[src/rtl/spi_main_param_pkg.sv]
// Shared types and helpers for the parametrised SPI master.
package spi_pkg;

    typedef enum logic [2:0] {
        IDLE,
        LEAD,
        XFER,
        TRAIL,
        DONE
    } spi_state_t;

    // SPI modes encoded as {cpol, cpha}
    localparam logic [1:0] MODE0 = 2'b00;
    localparam logic [1:0] MODE1 = 2'b01;
    localparam logic [1:0] MODE2 = 2'b10;
    localparam logic [1:0] MODE3 = 2'b11;

    function automatic int cs_sel_w(input int num_cs);
        return (num_cs > 1) ? $clog2(num_cs) : 1;
    endfunction

endpackage

[src/rtl/spi_main_param_if.sv]
// Host request/response and SPI bus signals of one SPI master.
interface spi_main_param_if #(
    parameter int DATA_W = 128,
    parameter int NUM_CS = 1
);
    localparam int CS_W = spi_pkg::cs_sel_w(NUM_CS);

    logic              start;
    logic              cpol;
    logic              cpha;
    logic [CS_W-1:0]   cs_sel;
    logic [DATA_W-1:0] tx;
    logic [DATA_W-1:0] rx;
    logic [NUM_CS-1:0] cs_n;
    logic              sclk;
    logic              mosi;
    logic              miso;
    logic              busy;
    logic              done;

    modport master (
        input  start, cpol, cpha, cs_sel, tx, miso,
        output rx, cs_n, sclk, mosi, busy, done
    );

    modport slave (
        output start, cpol, cpha, cs_sel, tx, miso,
        input  rx, cs_n, sclk, mosi, busy, done
    );

endinterface

[src/rtl/spi_main_param_clk_strobe.sv]
// Divider for the SPI half-period: one-cycle strobe every CLK_DIV clocks.
module spi_clk_strobe #(
    parameter int CLK_DIV = 2
) (
    input  logic clk,
    input  logic rst,
    input  logic i_clr,
    output logic o_strobe
);
    localparam int CNT_W = (CLK_DIV > 1) ? $clog2(CLK_DIV) : 1;

    logic [CNT_W-1:0] r_div_cnt;

    assign o_strobe = (r_div_cnt == CNT_W'(CLK_DIV - 1));

    always_ff @(posedge clk or posedge rst) begin
        if (rst) begin
            r_div_cnt <= '0;
        end else if (i_clr || o_strobe) begin
            r_div_cnt <= '0;
        end else begin
            r_div_cnt <= r_div_cnt + CNT_W'(1);
        end
    end

endmodule

[src/rtl/spi_main_param.sv]
// Parametrised full-duplex SPI master: run-time CPOL/CPHA, MSB/LSB-first,
// several chip selects; tx and rx share one shift register.
module spi_main_param
    import spi_pkg::*;
#(
    parameter int DATA_W    = 128,
    parameter int CLK_DIV   = 2,
    parameter int NUM_CS    = 1,
    parameter int LSB_FIRST = 0
) (
    input  logic             clk,
    input  logic             rst,
    spi_main_param_if.master bus
);
    localparam int CS_W   = cs_sel_w(NUM_CS);
    localparam int EDGE_W = $clog2(2 * DATA_W + 1);
    localparam logic [EDGE_W-1:0] LAST_EDGE = EDGE_W'(2 * DATA_W - 1);

    spi_state_t        r_state;
    spi_state_t        w_next;
    logic              r_cpol;
    logic              r_cpha;
    logic              r_sclk;
    logic              r_mosi;
    logic [CS_W-1:0]   r_cs_sel;
    logic [EDGE_W-1:0] r_edge_cnt;
    logic [DATA_W-1:0] r_shreg;
    logic [DATA_W-1:0] r_rx;

    logic              w_strobe;
    logic              w_div_clr;
    logic              w_accept;
    logic              w_lead;
    logic              w_last;
    logic              w_out_bit;
    logic              w_first_tx;
    logic [DATA_W-1:0] w_shifted;

    assign w_accept   = (r_state == IDLE) && bus.start && (int'(bus.cs_sel) < NUM_CS);
    // edge_cnt counts completed edges, so the upcoming edge is leading when it is even
    assign w_lead     = ~r_edge_cnt[0];
    assign w_last     = (r_edge_cnt == LAST_EDGE);
    assign w_out_bit  = (LSB_FIRST != 0) ? r_shreg[0] : r_shreg[DATA_W-1];
    assign w_first_tx = (LSB_FIRST != 0) ? bus.tx[0] : bus.tx[DATA_W-1];
    assign w_shifted  = (LSB_FIRST != 0) ? {bus.miso, r_shreg[DATA_W-1:1]}
                                         : {r_shreg[DATA_W-2:0], bus.miso};
    assign w_div_clr  = (r_state == IDLE) || (w_next != r_state);

    spi_clk_strobe #(
        .CLK_DIV (CLK_DIV)
    ) u_strobe (
        .clk      (clk),
        .rst      (rst),
        .i_clr    (w_div_clr),
        .o_strobe (w_strobe)
    );

    always_ff @(posedge clk or posedge rst) begin
        if (rst) begin
            r_state <= IDLE;
        end else begin
            r_state <= w_next;
        end
    end

    always_comb begin
        w_next = r_state;
        case (r_state)
            IDLE:    if (w_accept) w_next = LEAD;
            LEAD:    if (w_strobe) w_next = XFER;
            XFER:    if (w_strobe && w_last) w_next = TRAIL;
            TRAIL:   if (w_strobe) w_next = DONE;
            DONE:    w_next = IDLE;
            default: w_next = IDLE;
        endcase
    end

    always_comb begin
        bus.cs_n = '1;
        bus.busy = (r_state != IDLE);
        bus.done = (r_state == DONE);
        if (r_state inside {LEAD, XFER, TRAIL}) begin
            for (int i = 0; i < NUM_CS; i++) begin
                if (r_cs_sel == CS_W'(i)) bus.cs_n[i] = 1'b0;
            end
        end
    end

    always_ff @(posedge clk or posedge rst) begin
        if (rst) begin
            r_cpol     <= 1'b0;
            r_cpha     <= 1'b0;
            r_cs_sel   <= '0;
            r_sclk     <= 1'b0;
            r_mosi     <= 1'b0;
            r_edge_cnt <= '0;
            r_rx       <= '0;
        end else begin
            if (w_accept) begin
                r_cpol     <= bus.cpol;
                r_cpha     <= bus.cpha;
                r_cs_sel   <= bus.cs_sel;
                r_sclk     <= bus.cpol;
                r_edge_cnt <= '0;
                r_mosi     <= bus.cpha ? 1'b0 : w_first_tx;
            end
            if (r_state == XFER && w_strobe) begin
                r_sclk     <= ~r_sclk;
                r_edge_cnt <= r_edge_cnt + EDGE_W'(1);
                // cpha=1 launches on leading edges; cpha=0 on trailing, none after the last
                if (r_cpha ? w_lead : (!w_lead && !w_last)) r_mosi <= w_out_bit;
            end
            if (r_state == TRAIL && w_strobe) begin
                r_rx   <= r_shreg;
                r_mosi <= 1'b0;
                r_sclk <= r_cpol;
            end
        end
    end

    // Shift register: data only, loaded at accept so it needs no reset
    always_ff @(posedge clk) begin
        if (w_accept) begin
            r_shreg <= bus.tx;
        end else if (r_state == XFER && w_strobe && (w_lead ^ r_cpha)) begin
            r_shreg <= w_shifted;
        end
    end

    assign bus.rx   = r_rx;
    assign bus.sclk = r_sclk;
    assign bus.mosi = r_mosi;

endmodule

[src/flat_wrapper.sv]
// flat-port wrapper written by rule: the top's interface ports become plain ports
module spi_main_param_flat import spi_pkg::*;
#(
    parameter int DATA_W    = 128,
    parameter int CLK_DIV   = 2,
    parameter int NUM_CS    = 1,
    parameter int LSB_FIRST = 0
)
  (clk, rst, bus_start, bus_cpol, bus_cpha, bus_cs_sel, bus_tx, bus_miso, bus_rx, bus_cs_n, bus_sclk, bus_mosi, bus_busy, bus_done);
  spi_main_param_if #(.DATA_W(DATA_W), .NUM_CS(NUM_CS)) bus_i ();
  input  logic clk;
  input  logic rst;
  input wire logic [$bits(bus_i.start)-1:0] bus_start;
  input wire logic [$bits(bus_i.cpol)-1:0] bus_cpol;
  input wire logic [$bits(bus_i.cpha)-1:0] bus_cpha;
  input wire logic [$bits(bus_i.cs_sel)-1:0] bus_cs_sel;
  input wire logic [$bits(bus_i.tx)-1:0] bus_tx;
  input wire logic [$bits(bus_i.miso)-1:0] bus_miso;
  output wire logic [$bits(bus_i.rx)-1:0] bus_rx;
  output wire logic [$bits(bus_i.cs_n)-1:0] bus_cs_n;
  output wire logic [$bits(bus_i.sclk)-1:0] bus_sclk;
  output wire logic [$bits(bus_i.mosi)-1:0] bus_mosi;
  output wire logic [$bits(bus_i.busy)-1:0] bus_busy;
  output wire logic [$bits(bus_i.done)-1:0] bus_done;
  assign bus_i.start = bus_start;
  assign bus_i.cpol = bus_cpol;
  assign bus_i.cpha = bus_cpha;
  assign bus_i.cs_sel = bus_cs_sel;
  assign bus_i.tx = bus_tx;
  assign bus_i.miso = bus_miso;
  assign bus_rx = bus_i.rx;
  assign bus_cs_n = bus_i.cs_n;
  assign bus_sclk = bus_i.sclk;
  assign bus_mosi = bus_i.mosi;
  assign bus_busy = bus_i.busy;
  assign bus_done = bus_i.done;
  spi_main_param #(.DATA_W(DATA_W), .CLK_DIV(CLK_DIV), .NUM_CS(NUM_CS), .LSB_FIRST(LSB_FIRST)) u_core (.clk(clk), .rst(rst), .bus(bus_i));
endmodule
[config.mk]
export PLATFORM = sky130hd
export DESIGN_NAME = spi_main_param_flat
export DESIGN_NICKNAME = d
export VERILOG_FILES = /design/src/rtl/spi_main_param_pkg.sv /design/src/rtl/spi_main_param_if.sv /design/src/rtl/spi_main_param_clk_strobe.sv /design/src/rtl/spi_main_param.sv /design/src/flat_wrapper.sv
export SDC_FILE = /design/constraint.sdc
export NUM_CORES = 1
export LEC_CHECK = 0
export ABC_AREA = 1
export CORE_UTILIZATION = 51
export CTS_BUF_LIST = sky130_fd_sc_hd__clkbuf_4
export DETAILED_ROUTE_END_ITERATION = 8
export PLACE_DENSITY = 0.82
export SYNTH_ARGS = -nofsm -noshare
export SYNTH_HDL_FRONTEND = slang
export SYNTH_SLANG_ARGS = --single-unit
export TNS_END_PERCENT = 20
[constraint.sdc]
create_clock -name clk -period 13.9 [get_ports clk]
set_clock_uncertainty 0.15 [all_clocks]
set_input_delay 2.085 -clock clk [delete_from_list [all_inputs] [get_ports clk]]
set_output_delay 2.085 -clock clk [all_outputs]
set_load 0.01 [all_outputs]
; Yosys cells after proc, flatten, opt, wreduce, memory -nomap -nowiden
; Cells that the tools add are included.
[totals]
register_bits = 274
input_bits = 135
out_inout_bits = 133
elab_cells = 59
[classes]
addsub = 2
order_cmp = 1
n_eq_ne = 6
n_mux = 21
n_bitwise = 3
n_reduce_logical = 16
[op_table]
columns = cell, n
row1 = $mux W128, 2
row2 = $mux W9, 2
row3 = $mux W1, 12
row4 = $mux W3, 4
row5 = $pmux W3 S4, 1
row6 = $add A9 B1 Y9 const B, 1
row7 = $eq A9 B8 Y1 const B, 1
row8 = $reduce_bool A3 Y1, 3
row9 = $logic_and A1 B1 Y1, 7
row10 = $eq A3 B2 Y1 const B, 2
row11 = $reduce_bool A2 Y1, 2
row12 = $eq A3 B1 Y1 const B, 1
row13 = $eq A3 B3 Y1 const B, 1
row14 = $logic_not A3 Y1, 1
row15 = $ne A3 B3 Y1, 1
row16 = $logic_or A1 B1 Y1, 2
row17 = $not A1 Y1, 2
row18 = $add A1 B1 Y1 const B, 1
row19 = $logic_not A1 Y1, 1
row20 = $lt A1 B1 Y1 const B, 1
row21 = $xor A1 B1 Y1, 1

; Longest topological paths before layout
; Gate-level depths: netlist of the first run.
[logic_depth]
depth_word = 9
mapped_depth = 11
mapped_depth_nobuf = 11

; Hierarchy
; A second synthesis of the first run with hierarchy kept.
[unflattened]
hier_cells = 1156
hier_area_um2 = 11158.2
[by_module_without_submodules]
columns = module, n_inst, cells_each, area_per_inst_um2, seq_area_each_um2
row1 = spi_main_param, 1, 1153, 11125.7, 7472.2
row2 = spi_clk_strobe, 1, 3, 32.5, 25.0

; Worst setup path before layout of the first run
; Ideal clock, no wire load.
[synth_timing]
kind = register to register
from = register u_core.r_state[0]
to = register u_core.r_shreg[0] (enable)
setup_ns = 0.792
t_arrival_ns = 9.763
required_time_ns = 12.958
setup_slack_ns = 3.195
path_stages_with_launch = 4
n_path_buf = 0
synth_period_minus_slack_ns = 10.705
cell_sequence = dfrtp_1 > nor2_4 > nand3_1 > o21ai_0
[synth_between]
elab_chain_len = 4
word_cells_on_any_way = 7
cone_classes = eq/ne: 1 / reduce/logical: 6
[synth_lines]
columns = item, line
row1 = from (decl), spi_main_param.sv:19  ; spi_state_t r_state;
row2 = from (signal assigned), spi_main_param.sv:62  ; r_state <= w_next;
row3 = $eq A3 B2 Y1 or $logic_not A3 Y1 (tied branches), "spi_main_param.sv:125, spi_main_param.sv:39"
row4 = $logic_and A1 B1 Y1 (on tied branches) (2 in a row), "spi_main_param.sv:125, spi_main_param.sv:39"
row5 = $reduce_bool A2 Y1 (no line) (*), --
row6 = to (signal assigned), spi_main_param.sv:124  ; r_shreg <= bus.tx;
row7 = to (signal assigned), spi_main_param.sv:126  ; r_shreg <= w_shifted;
row8 = to (decl), spi_main_param.sv:27  ; logic [DATA_W-1:0] r_shreg;
; Every way passes the cells marked *; elsewhere a longest branch is shown, timed or not.
; A chain may end at the register's enable or synchronous reset.

; Worst setup path after layout of the first run
[layout_timing]
from = input bus_start
to = register u_core.r_shreg[9], data pin
[layout_between]
elab_chain_len = 3
[layout_lines]
columns = item, line
row1 = from (decl), flat_wrapper.sv:13  ; input wire logic [$bits(bus_i.start)-1:0] bus_start;
row2 = $logic_and A1 B1 Y1 (2 in a row), spi_main_param.sv:39  ; assign w_accept = (r_state == IDLE) && bus.start && (int'(bus.cs_sel) < NUM_CS);
row3 = $mux W128, spi_main_param.sv:123  ; if (w_accept) begin
; No other way between the ends.

==> results of run 1 <==
## cells in the final DEF (no fill, tap or decap), types with 4 or more instances in the layout
| cell type | n |
|---|---|
| buf_4 | 7 |
| clkbuf_4 | 118 |
| clkdlybuf4s50_1 | 267 |
| clkinv_1 | 7 |
| dfrtp_1 | 146 |
| edfxtp_1 | 128 |
| inv_1 | 78 |
| inv_2 | 5 |
| nand2_1 | 578 |
| nand3_1 | 9 |
| nand4_1 | 4 |
| nor2_1 | 11 |
| o21ai_0 | 85 |
| o21ai_1 | 36 |
## routing by layer
layer  GRT usage  share of wire  vias up
met5           0              0        -
met4      0.1152          0.028        0
met3     0.05213          0.070       56
met2      0.4106           0.49      364
met1      0.3089           0.41     4201
li1            -              -     4268
## final cells by class
type	count	area, sq um	share of cell area
antenna	2	5.005	0.0003371
clock buffer	118	885.9	0.05967
clock inverter	11	41.29	0.002781
inverter	81	314.1	0.02115
multi-input combinational	738	3033	0.2043
sequential	274	7497	0.5050
tap	275	344.1	0.02318
timing repair buffer	274	2725	0.1836
## path summary, 6_finish.rpt
kind | slack (ps) | from | depth (start not counted) | to
min in group asynchronous | 1860 | rst | 2 | u_core.bus.rx[31]$_DFFE_PP0P_
worst min-delay path | 310 | u_core.r_cpol$_DFFE_PP0P_ | 2 | u_core.bus.sclk$_DFFE_PP0P_
worst min register to register | 310 | u_core.r_cpol$_DFFE_PP0P_ | 2 | u_core.bus.sclk$_DFFE_PP0P_
max in group asynchronous | 10530 | rst | 3 | u_core.bus.rx[99]$_DFFE_PP0P_
worst max register to register | 10030 | u_core.r_state[0]$_DFF_PP0_ | 5 | u_core.r_shreg[9]$_DFFE_PP_
worst max-delay path | 8530 | bus_start | 7 | u_core.r_shreg[9]$_DFFE_PP_
## where the power goes
group / switching [mW] / internal (mW) / leakage (nW) / total, mW
Combinational: 0.0165 / 0.0332 / 3.08 / 0.0497
Clock: 0.320 / 0.382 / 0.571 / 0.702
Sequential: 0 / 0.843 / 2.98 / 0.843
## metrics by stage
stage | utilization | cell area, sq um | setup slack, ps
after floorplan | - | 11120 | 3195
after global placement | 0.6557 | 13910 | 8010
after detailed placement | 0.6557 | 13910 | 7897
after CTS | 0.6994 | 14840 | 8589
after global routing | 0.6996 | 14850 | 8229
final | 0.6996 | 14850 | 8533
## sequential cells by signal, summed over array words and instances (netlist names)
signal,count
u_core.bus.rx,128
u_core.r_shreg,128
u_core.r_edge_cnt,9
u_core.r_state,3
u_core.bus.mosi,1
u_core.bus.sclk,1
u_core.r_cpha,1
u_core.r_cpol,1
u_core.r_cs_sel,1
u_core.u_strobe.o_strobe,1
## cells by family after synthesis
| group | after synthesis | synth area share |
|---|---|---|
| adders and majority gates | 2 | 0.002250 |
| buffers and inverters | 138 | 0.05501 |
| AOI/OAI and AO/OA | 128 | 0.05839 |
| DFF | 274 | 0.6741 |
| and+or+nand+nor | 608 | 0.2103 |
## worst max-delay path, cell delays in order
cell and delay (ps):
clkdlybuf4s50_1 450, inv_1 40, nor2_1 260, nand3_4 740, inv_6 830, buf_4 840
o21ai_0 180
==> summary.txt, run 1 <==
Job
  – Max-cap violations: 0

Finish
  – Final Net Count: 1,576
  – Fillers: 1,588
  – Final cell count without fillers: 1,773
  – Layout area overhead: 33.48%
  – Share of layout cells above drive strength 1: 0.09091

Synthesis
  – Post-synthesis register bit count: 274
  – Post-synth EDFFs: 128
  – Synth cell count leaders: nand2_1, dfrtp_1, edfxtp_1, o21ai_0, inv_1
  – Top cell type's share of synthesized area: 0.3456
  – Ranking of synthesized cells by area: edfxtp_1, dfrtp_1, nand2_1
  – Synth Area per Inst: 9.671 sq um
  – Cell Area, Synth: 11,120 sq um
  – Most numerous cell in the Yosys netlist: nand2_1
  – Synth area leader: edfxtp_1
  – Asr flop ratio synth: 0.5328
  – Cell count after synthesis: 1,150
  – Ys Warns: 0
  – Synth Net Count: 1,287
  – Part of the Yosys area used for sequential elements: 0.6741
  – Ys flop type: dfrtp_1
  – Unique cell type count in the Yosys netlist: 25

Global route
  – Total global-route track usage: 0.2467
  – First-pass GRT wire length: 42,990 um
  – Largest net degree at the start of global routing: 111
  – Total grt overflow: 0
  – Vias in the first global route: 8,965
  – Antenna violations before repair: 2

STA
  – Slew of the pin with the lowest slew margin: 1006 ps
  – Final setup TNS: 0 ps
  – RSZ-0062 raised after global routing: false
  – Final worst-path cycle share: 0.3861
  – Fmax: 186.3 MHz
  – Slew margin rel.: 0.3293
  – Final Setup Violations: 0
  – Hold slack final: 312.9 ps
  – Min Tclk post-route: 5367 ps
  – Endpoints failing hold: 0
  – Final slew viol count: 0

Detailed routing
  – Via count of the routed design: 8,889
  – Routed WL: 26,900 um
  – Wire length per cell: 15.17 um
  – Post-detailed-route count of antenna-violating nets: 0
  – DR DRC count: 0
  – Pre-antenna DRT Iters: 5
  – Vias per cell: 5.014
  – 1st-iter DRT viols: 653

Setup path
  – WS Path Type: in -> reg
  – CP max FO: 102
  – Worst setup EP type: flop
  – Worst EP required: 14,130 ps
  – Data arrival, critical path: 5600 ps
  – CP Launch Type: input port

CTS
  – Resized cells post-CTS: 0
  – Clock slew at reported path FFs: 70 ps
  – CTS tree: built
  – Total CTS buffers: 70
  – CTS Hold Buffers Added: 0
  – Max clock buf depth: 3
  – Root Driver: clkbuf_4
  – Clock sink count: 274
  – CTS H-tree lvls: 3
  – Clk_lat worst skew: 660 ps
  – Post-CTS Setup Repair Bufs: 0

Power and ir drop
  – Lkg Pwr: 6.632 nW
  – Maximum vdd drop: 0.00005387 V
  – PwrDens: 107.4 nW/um^2
  – Tot Pwr: 1.594 mW

Floorplan
  – Total core area: 21,220 sq um
  – Die width: 149.7 um
  – Row cnt: 53
  – IO Pins: 268
  – DIE AREA: 22,400 sq um
  – Initial Util: 0.5241
  – Die height: 149.7 um

Hold path
  – Hold Path Class: reg -> reg

Place
  – Placed cell count: 1,642
  – Port bufs: 267
  – HPWL after detailed placement: 17,270 um
  – RePlAce Congestion: 0.8208

Outcome
  – Status: completed
Note: power is estimated with default switching activity, not from simulation.
==> inputs of run 2 (changes only) <==
--- a/config.mk
+++ b/config.mk
@@ -6,10 +6,10 @@
 export NUM_CORES = 1
 export LEC_CHECK = 0
 export ABC_AREA = 1
-export CORE_UTILIZATION = 51
+export CORE_UTILIZATION = 46
 export CTS_BUF_LIST = sky130_fd_sc_hd__clkbuf_4
 export DETAILED_ROUTE_END_ITERATION = 8
-export PLACE_DENSITY = 0.82
+export PLACE_DENSITY = 0.78
 export SYNTH_ARGS = -nofsm -noshare
 export SYNTH_HDL_FRONTEND = slang
 export SYNTH_SLANG_ARGS = --single-unit
==> constraint.sdc (replaced) <==
create_clock -name clk -period 4.8 [get_ports clk]
set_clock_uncertainty 0.15 [all_clocks]
set_input_delay 0.72 -clock clk [delete_from_list [all_inputs] [get_ports clk]]
set_output_delay 0.72 -clock clk [all_outputs]
set_load 0.01 [all_outputs]
==> run 2 against run 1 <==
  * Critical endpoint is now bus_done
  * Non-clock buffer count rose by 3
  * Largest cell class unchanged
  * First-iteration DRC count is 1.7% lower
  * Worst setup slack worse by 6600 ps
  * Register-to-register slack worse by 8000 ps
==> summary.txt, run 2 (synthesized netlist as in run 1, its figures left out) <==
Detailed routing
  – Via count of the routed design: 8,854
  – Vias per cell: 4.859
  – Post-detailed-route count of antenna-violating nets: 0
  – 1st-iter DRT viols: 642
  – Routed WL: 26,780 um
  – DR DRC count: 0
  – Wire length per cell: 14.70 um
  – Pre-antenna DRT Iters: 5

Setup path
  – Worst setup EP type: primary output
  – Worst R2R Setup Slack: 2060 ps
  – FF-to-FF End: u_core.bus.rx[10]$_DFFE_PP0P_
  – Data arrival, critical path: 2010 ps
  – CP Launch Type: flop
  – WS Path Type: reg -> out
  – CP bufs+invs: 2
  – Slowest stage delay, CP: 590 ps
  – CP max stage cell: clkdlybuf4s50_1
  – Cells along the critical path: nor2_1 -> inv_1 -> nor2_1 -> clkdlybuf4s50_1
  – Reg-to-reg startpoint: u_core.r_state[2]$_DFF_PP0_
  – FF-to-FF path depth: 5
  – CP max FO: 6
  – Worst EP required: 3930 ps
  – Crit-path most repeated cell: nor2_1
  – CP delay by family, top: buffers and inverters

Power and ir drop
  – Lkg Pwr: 6.665 nW
  – Tot Pwr: 4.636 mW
  – PwrDens: 309.8 nW/um^2
  – Maximum vdd drop: 0.0001710 V

Global route
  – Antenna violations before repair: 2
  – Total grt overflow: 0
  – First-pass GRT wire length: 42,590 um
  – Met2 Use GR: 0.3616
  – Grt met1 use: 0.2809
  – Largest net degree at the start of global routing: 126
  – Vias in the first global route: 8,674
  – GRT busiest layer: met2
  – Total global-route track usage: 0.2211
  – Met3 Resource Use GR: 0.05259

Place
  – RePlAce Congestion: 0.7850
  – HPWL after detailed placement: 17,360 um
  – Port bufs: 267

CTS
  – Max clock buf depth: 3
  – CTS H-tree lvls: 3
  – CTS Hold Buffers Added: 0
  – Post-CTS Setup Repair Bufs: 0
  – Clk_lat worst skew: 640 ps
  – CTS tree: built
  – Total CTS buffers: 72
  – Clock sink count: 274
  – Root Driver: clkbuf_4
  – Clock slew at reported path FFs: 70 ps
  – Resized cells post-CTS: 0

STA
  – Min Tclk post-route: 2877 ps
  – Fmax: 347.5 MHz
  – Final Setup Violations: 0
  – Slew of the pin with the lowest slew margin: 1176 ps
  – RSZ-0062 raised after global routing: false
  – Final setup TNS: 0 ps
  – Final slew viol count: 0
  – Final worst-path cycle share: 0.5995
  – Endpoints failing hold: 0
  – Slew margin rel.: 0.2161

Hold path
  – Worst hold start: u_core.r_shreg[83]$_DFFE_PP_
  – Hold endpoint: u_core.bus.rx[83]$_DFFE_PP0P_
  – Worst Hold Depth: 2
  – Hold Path Class: reg -> reg

Floorplan
  – Total core area: 23,610 sq um
  – Die height: 157.5 um
  – DIE AREA: 24,800 sq um
  – IO Pins: 268
  – Die width: 157.5 um
  – Row cnt: 56
  – Initial Util: 0.4710

Finish
  – Most frequent cells in the layout: nand2_1, clkdlybuf4s50_1, dfrtp_1, edfxtp_1, clkbuf_4
  – Commonest non-fill, non-tap cell in the layout: nand2_1
  – Share of layout cells above drive strength 1: 0.09454
  – Layout area overhead: 34.57%
  – Final Net Count: 1,581

Job
  – Max-cap violations: 0

Outcome
  – Status: completed
[run 2: cell types whose count changed in the layout (fill, tap and decap cells not counted)]
| cell | before | now |
|---|---|---|
| inv_2 | 5 | 4 |
| buf_4 | 7 | 8 |
| diode_2 | 2 | 1 |
| buf_12 | 0 | 2 |
| clkinv_2 | 0 | 2 |
| clkbuf_4 | 118 | 120 |
[run 2: worst max path at each step]
stage / start / depth (start not counted) / end
global route: u_core.r_state[0]$_DFF_PP0_ / 4 / bus_done
global placement: bus_start / 7 / u_core.r_shreg[10]$_DFFE_PP_
detailed placement: bus_start / 7 / u_core.r_shreg[5]$_DFFE_PP_
floorplan: rst / 1 / u_core.bus.mosi$_DFF_PP0_
CTS: u_core.r_state[0]$_DFF_PP0_ / 4 / bus_done
finish: u_core.r_state[0]$_DFF_PP0_ / 4 / bus_done
[run 2: routing by layer]
metal / vias to the layer above / part of all wire / wire [um]
li1: 4298 / - / -
met1: 4151 / 0.42 / 11150
met2: 355 / 0.49 / 13150
met3: 48 / 0.071 / 1894
met5: - / 0.00049 / 13
met4: 2 / 0.022 / 577
[run 2: through the flow]
| step | utilization | hold slack, ps | cells | setup slack [ps] | area, sq um |
|---|---|---|---|---|---|
| final | 0.6338 | 296.6 | 1822 | 1923 | 14970 |
| after global routing | 0.6338 | 327.8 | 1822 | 1746 | 14970 |
| after CTS | 0.6337 | 289.5 | 1821 | 1824 | 14960 |
| after detailed placement | 0.5936 | 306.2 | 1689 | 1313 | 14020 |
| after global placement | 0.5936 | 301.7 | 1689 | 1416 | 14020 |
| after floorplan | - | 294.1 | 1150 | 7.017 | 11130 |
[run 2: cell type report]
class,count,area [sq um]
clock buffers,120,900.9
fillers,1980,8646
well taps,319,399.1
diodes,1,2.502
flip-flops and latches,274,7497
clock inverters,12,47.55
inverters,81,314.1
repair buffers,277,2773
multi-input cells,738,3033
[run 2: worst reg2reg max path: stages (launching register included)]
cell	delay, ps
dfrtp_1	430
inv_1	140
nand4_4	90
buf_4	530
buf_4	960
o21ai_0	300
[run 2: power breakdown]
group	total (mW)	leakage (nW)	internal [mW]	switching [mW]
logic	0.145	3.10	0.0965	0.0482
registers	2.44	2.98	2.44	0
clock network	2.05	0.584	1.13	0.925
total	4.64	6.66	3.66	0.973
==> inputs of run 3 (changes only) <==
--- a/config.mk
+++ b/config.mk
@@ -6,10 +6,10 @@
 export NUM_CORES = 1
 export LEC_CHECK = 0
 export ABC_AREA = 1
-export CORE_UTILIZATION = 46
+export CORE_UTILIZATION = 51
 export CTS_BUF_LIST = sky130_fd_sc_hd__clkbuf_4
 export DETAILED_ROUTE_END_ITERATION = 8
-export PLACE_DENSITY = 0.78
+export PLACE_DENSITY = 0.82
 export SYNTH_ARGS = -nofsm -noshare
 export SYNTH_HDL_FRONTEND = slang
 export SYNTH_SLANG_ARGS = --single-unit
==> constraint.sdc (replaced) <==
create_clock -name clk -period 2.9 [get_ports clk]
set_clock_uncertainty 0.15 [all_clocks]
set_input_delay 0.435 -clock clk [delete_from_list [all_inputs] [get_ports clk]]
set_output_delay 0.435 -clock clk [all_outputs]
set_load 0.01 [all_outputs]
==> run 3 against run 2 <==
  * Critical path depth unchanged
  * Worst setup slack worse by 1600 ps
  * Flip-flop and latch count unchanged
  * Core utilization up 7.7 points
  * Global-route usage up 3.2 points
  * Non-clock buffer count up 6
==> summary.txt, run 3 (synthesized netlist as in run 1, its figures left out) <==
Setup path
  – FF-to-FF path depth: 6
  – WS Path Type: reg -> out
  – FF-to-FF End: u_core.r_edge_cnt[5]$_DFFE_PP0P_
  – CP max stage cell: clkdlybuf4s50_1
  – Crit-path most repeated cell: nor2_1
  – Worst setup EP type: primary output
  – Reg-to-reg startpoint: u_core.r_state[2]$_DFF_PP0_
  – Worst EP required: 2320 ps
  – Worst R2R Setup Slack: 870 ps
  – Data arrival, critical path: 2030 ps
  – CP bufs+invs: 2
  – Slowest stage delay, CP: 590 ps
  – CP max FO: 6
  – Cells along the critical path: nor2_1 -> inv_1 -> nor2_1 -> clkdlybuf4s50_1
  – CP delay by family, top: buffers and inverters
  – CP Launch Type: flop

STA
  – Hold slack final: 274.8 ps
  – Slew of the pin with the lowest slew margin: 833.5 ps
  – Slew margin rel.: 0.4423
  – Final setup TNS: 0 ps
  – Final slew viol count: 0
  – Final worst-path cycle share: 0.9025
  – Min Tclk post-route: 2617 ps
  – Endpoints failing hold: 0
  – Final Setup Violations: 0
  – RSZ-0062 raised after global routing: false
  – Final worst slack: 282.8 ps
  – Fmax: 382.1 MHz

Floorplan
  – Die height: 149.7 um
  – Total core area: 21,220 sq um
  – IO Pins: 268
  – Die width: 149.7 um
  – Row cnt: 53
  – DIE AREA: 22,400 sq um
  – Initial Util: 0.5241

Finish
  – Fillers: 1,588
  – Layout area overhead: 35.58%
  – Final Net Count: 1,586
  – Share of layout cells above drive strength 1: 0.09600
  – Most frequent cells in the layout: nand2_1, clkdlybuf4s50_1, dfrtp_1, edfxtp_1, clkbuf_4
  – Footprint of the multi-input gates: 3045 sq um
  – Fin area: 15,080 sq um
  – Register Area: 7498 sq um
  – Commonest non-fill, non-tap cell in the layout: nand2_1

CTS
  – CTS H-tree lvls: 3
  – Root Driver: clkbuf_4
  – Clock slew at reported path FFs: 70 ps
  – Post-CTS Setup Repair Bufs: 0
  – Max clock buf depth: 3
  – CTS Hold Buffers Added: 1
  – Total CTS buffers: 71
  – Clk_lat worst skew: 660 ps
  – Resized cells post-CTS: 0
  – Clock sink count: 274
  – CTS tree: built

Global route
  – Vias in the first global route: 9,127
  – Antenna violations before repair: 1
  – Total global-route track usage: 0.2533
  – Total grt overflow: 0
  – Largest net degree at the start of global routing: 187
  – First-pass GRT wire length: 44,270 um

Place
  – Port bufs: 267
  – RePlAce Congestion: 0.8084
  – HPWL after detailed placement: 17,570 um
  – Post-DP Area: 14,110 sq um
  – Place WS: 416.9 ps

Power and ir drop
  – Tot Pwr: 7.787 mW
  – PwrDens: 516.4 nW/um^2
  – Lkg Pwr: 6.721 nW
  – Maximum vdd drop: 0.0003194 V

Hold path
  – Hold endpoint: u_core.r_shreg[95]$_DFFE_PP_
  – Hold Path Class: in -> reg
  – Worst Hold Depth: 3
  – Worst hold start: bus_tx[95]

Detailed routing
  – Via count of the routed design: 8,888
  – Vias per cell: 5.005
  – Post-detailed-route count of antenna-violating nets: 0
  – DR DRC count: 0
  – 1st-iter DRT viols: 460
  – Routed WL: 27,290 um
  – Wire length per cell: 15.36 um
  – Pre-antenna DRT Iters: 5

Job
  – Max-cap violations: 0

Outcome
  – Status: completed
## run 3: power by group
| group | switching [mW] | internal (mW) | total (mW) |
|---|---|---|---|
| logic | 0.0813 | 0.167 | 0.248 |
| registers | 0 | 4.04 | 4.04 |
| clock network | 1.53 | 1.97 | 3.50 |
| total | 1.61 | 6.18 | 7.79 |
## run 3: cell type report
| class | instances | area share |
|---|---|---|
| clock buffers | 116 | 0.05775 |
| multi-input cells | 738 | 0.2020 |
| flip-flops and latches | 274 | 0.4973 |
| diodes | 1 | 0.0001659 |
| clock inverters | 8 | 0.005642 |
| well taps | 275 | 0.02282 |
| repair buffers | 283 | 0.1937 |
| inverters | 81 | 0.02074 |
## run 3: how the worst max path moves through the flow
stage	from	to	slack [ps]	cells after the start
6_report	u_core.r_state[1]$_DFF_PP0_	bus_done	280	4
5_1_grt	u_core.r_state[1]$_DFF_PP0_	bus_done	180	4
4_1_cts	u_core.r_state[1]$_DFF_PP0_	bus_done	250	4
3_5_place_dp	bus_start	u_core.r_shreg[2]$_DFFE_PP_	420	7
3_3_place_gp	bus_start	u_core.r_shreg[2]$_DFFE_PP_	460	7
2_1_floorplan	u_core.r_state[2]$_DFF_PP0_	u_core.r_shreg[0]$_DFFE_PP_	-520	3
## run 3: per-stage QoR
| step | cells | util |
|---|---|---|
| 2_1_floorplan | 1150 | - |
| 3_3_place_gp | 1650 | 0.6650 |
| 3_5_place_dp | 1650 | 0.6650 |
| 4_1_cts | 1775 | 0.7105 |
| 5_1_grt | 1776 | 0.7106 |
| 6_report | 1776 | 0.7106 |
## run 3: tightest hold or removal path, cell delays in order
cell	delay, ps
clkdlybuf4s50_1	450
nand2_1	50
nand2_1	50
## run 3: per-layer routing
layer  vias up  global-route usage  part of all wire
met5         -                   0                 0
met4         0              0.1308             0.036
met3        78             0.05518             0.072
met2       363              0.4076              0.48
met1      4143              0.3234              0.41
li1       4304                   -                 -
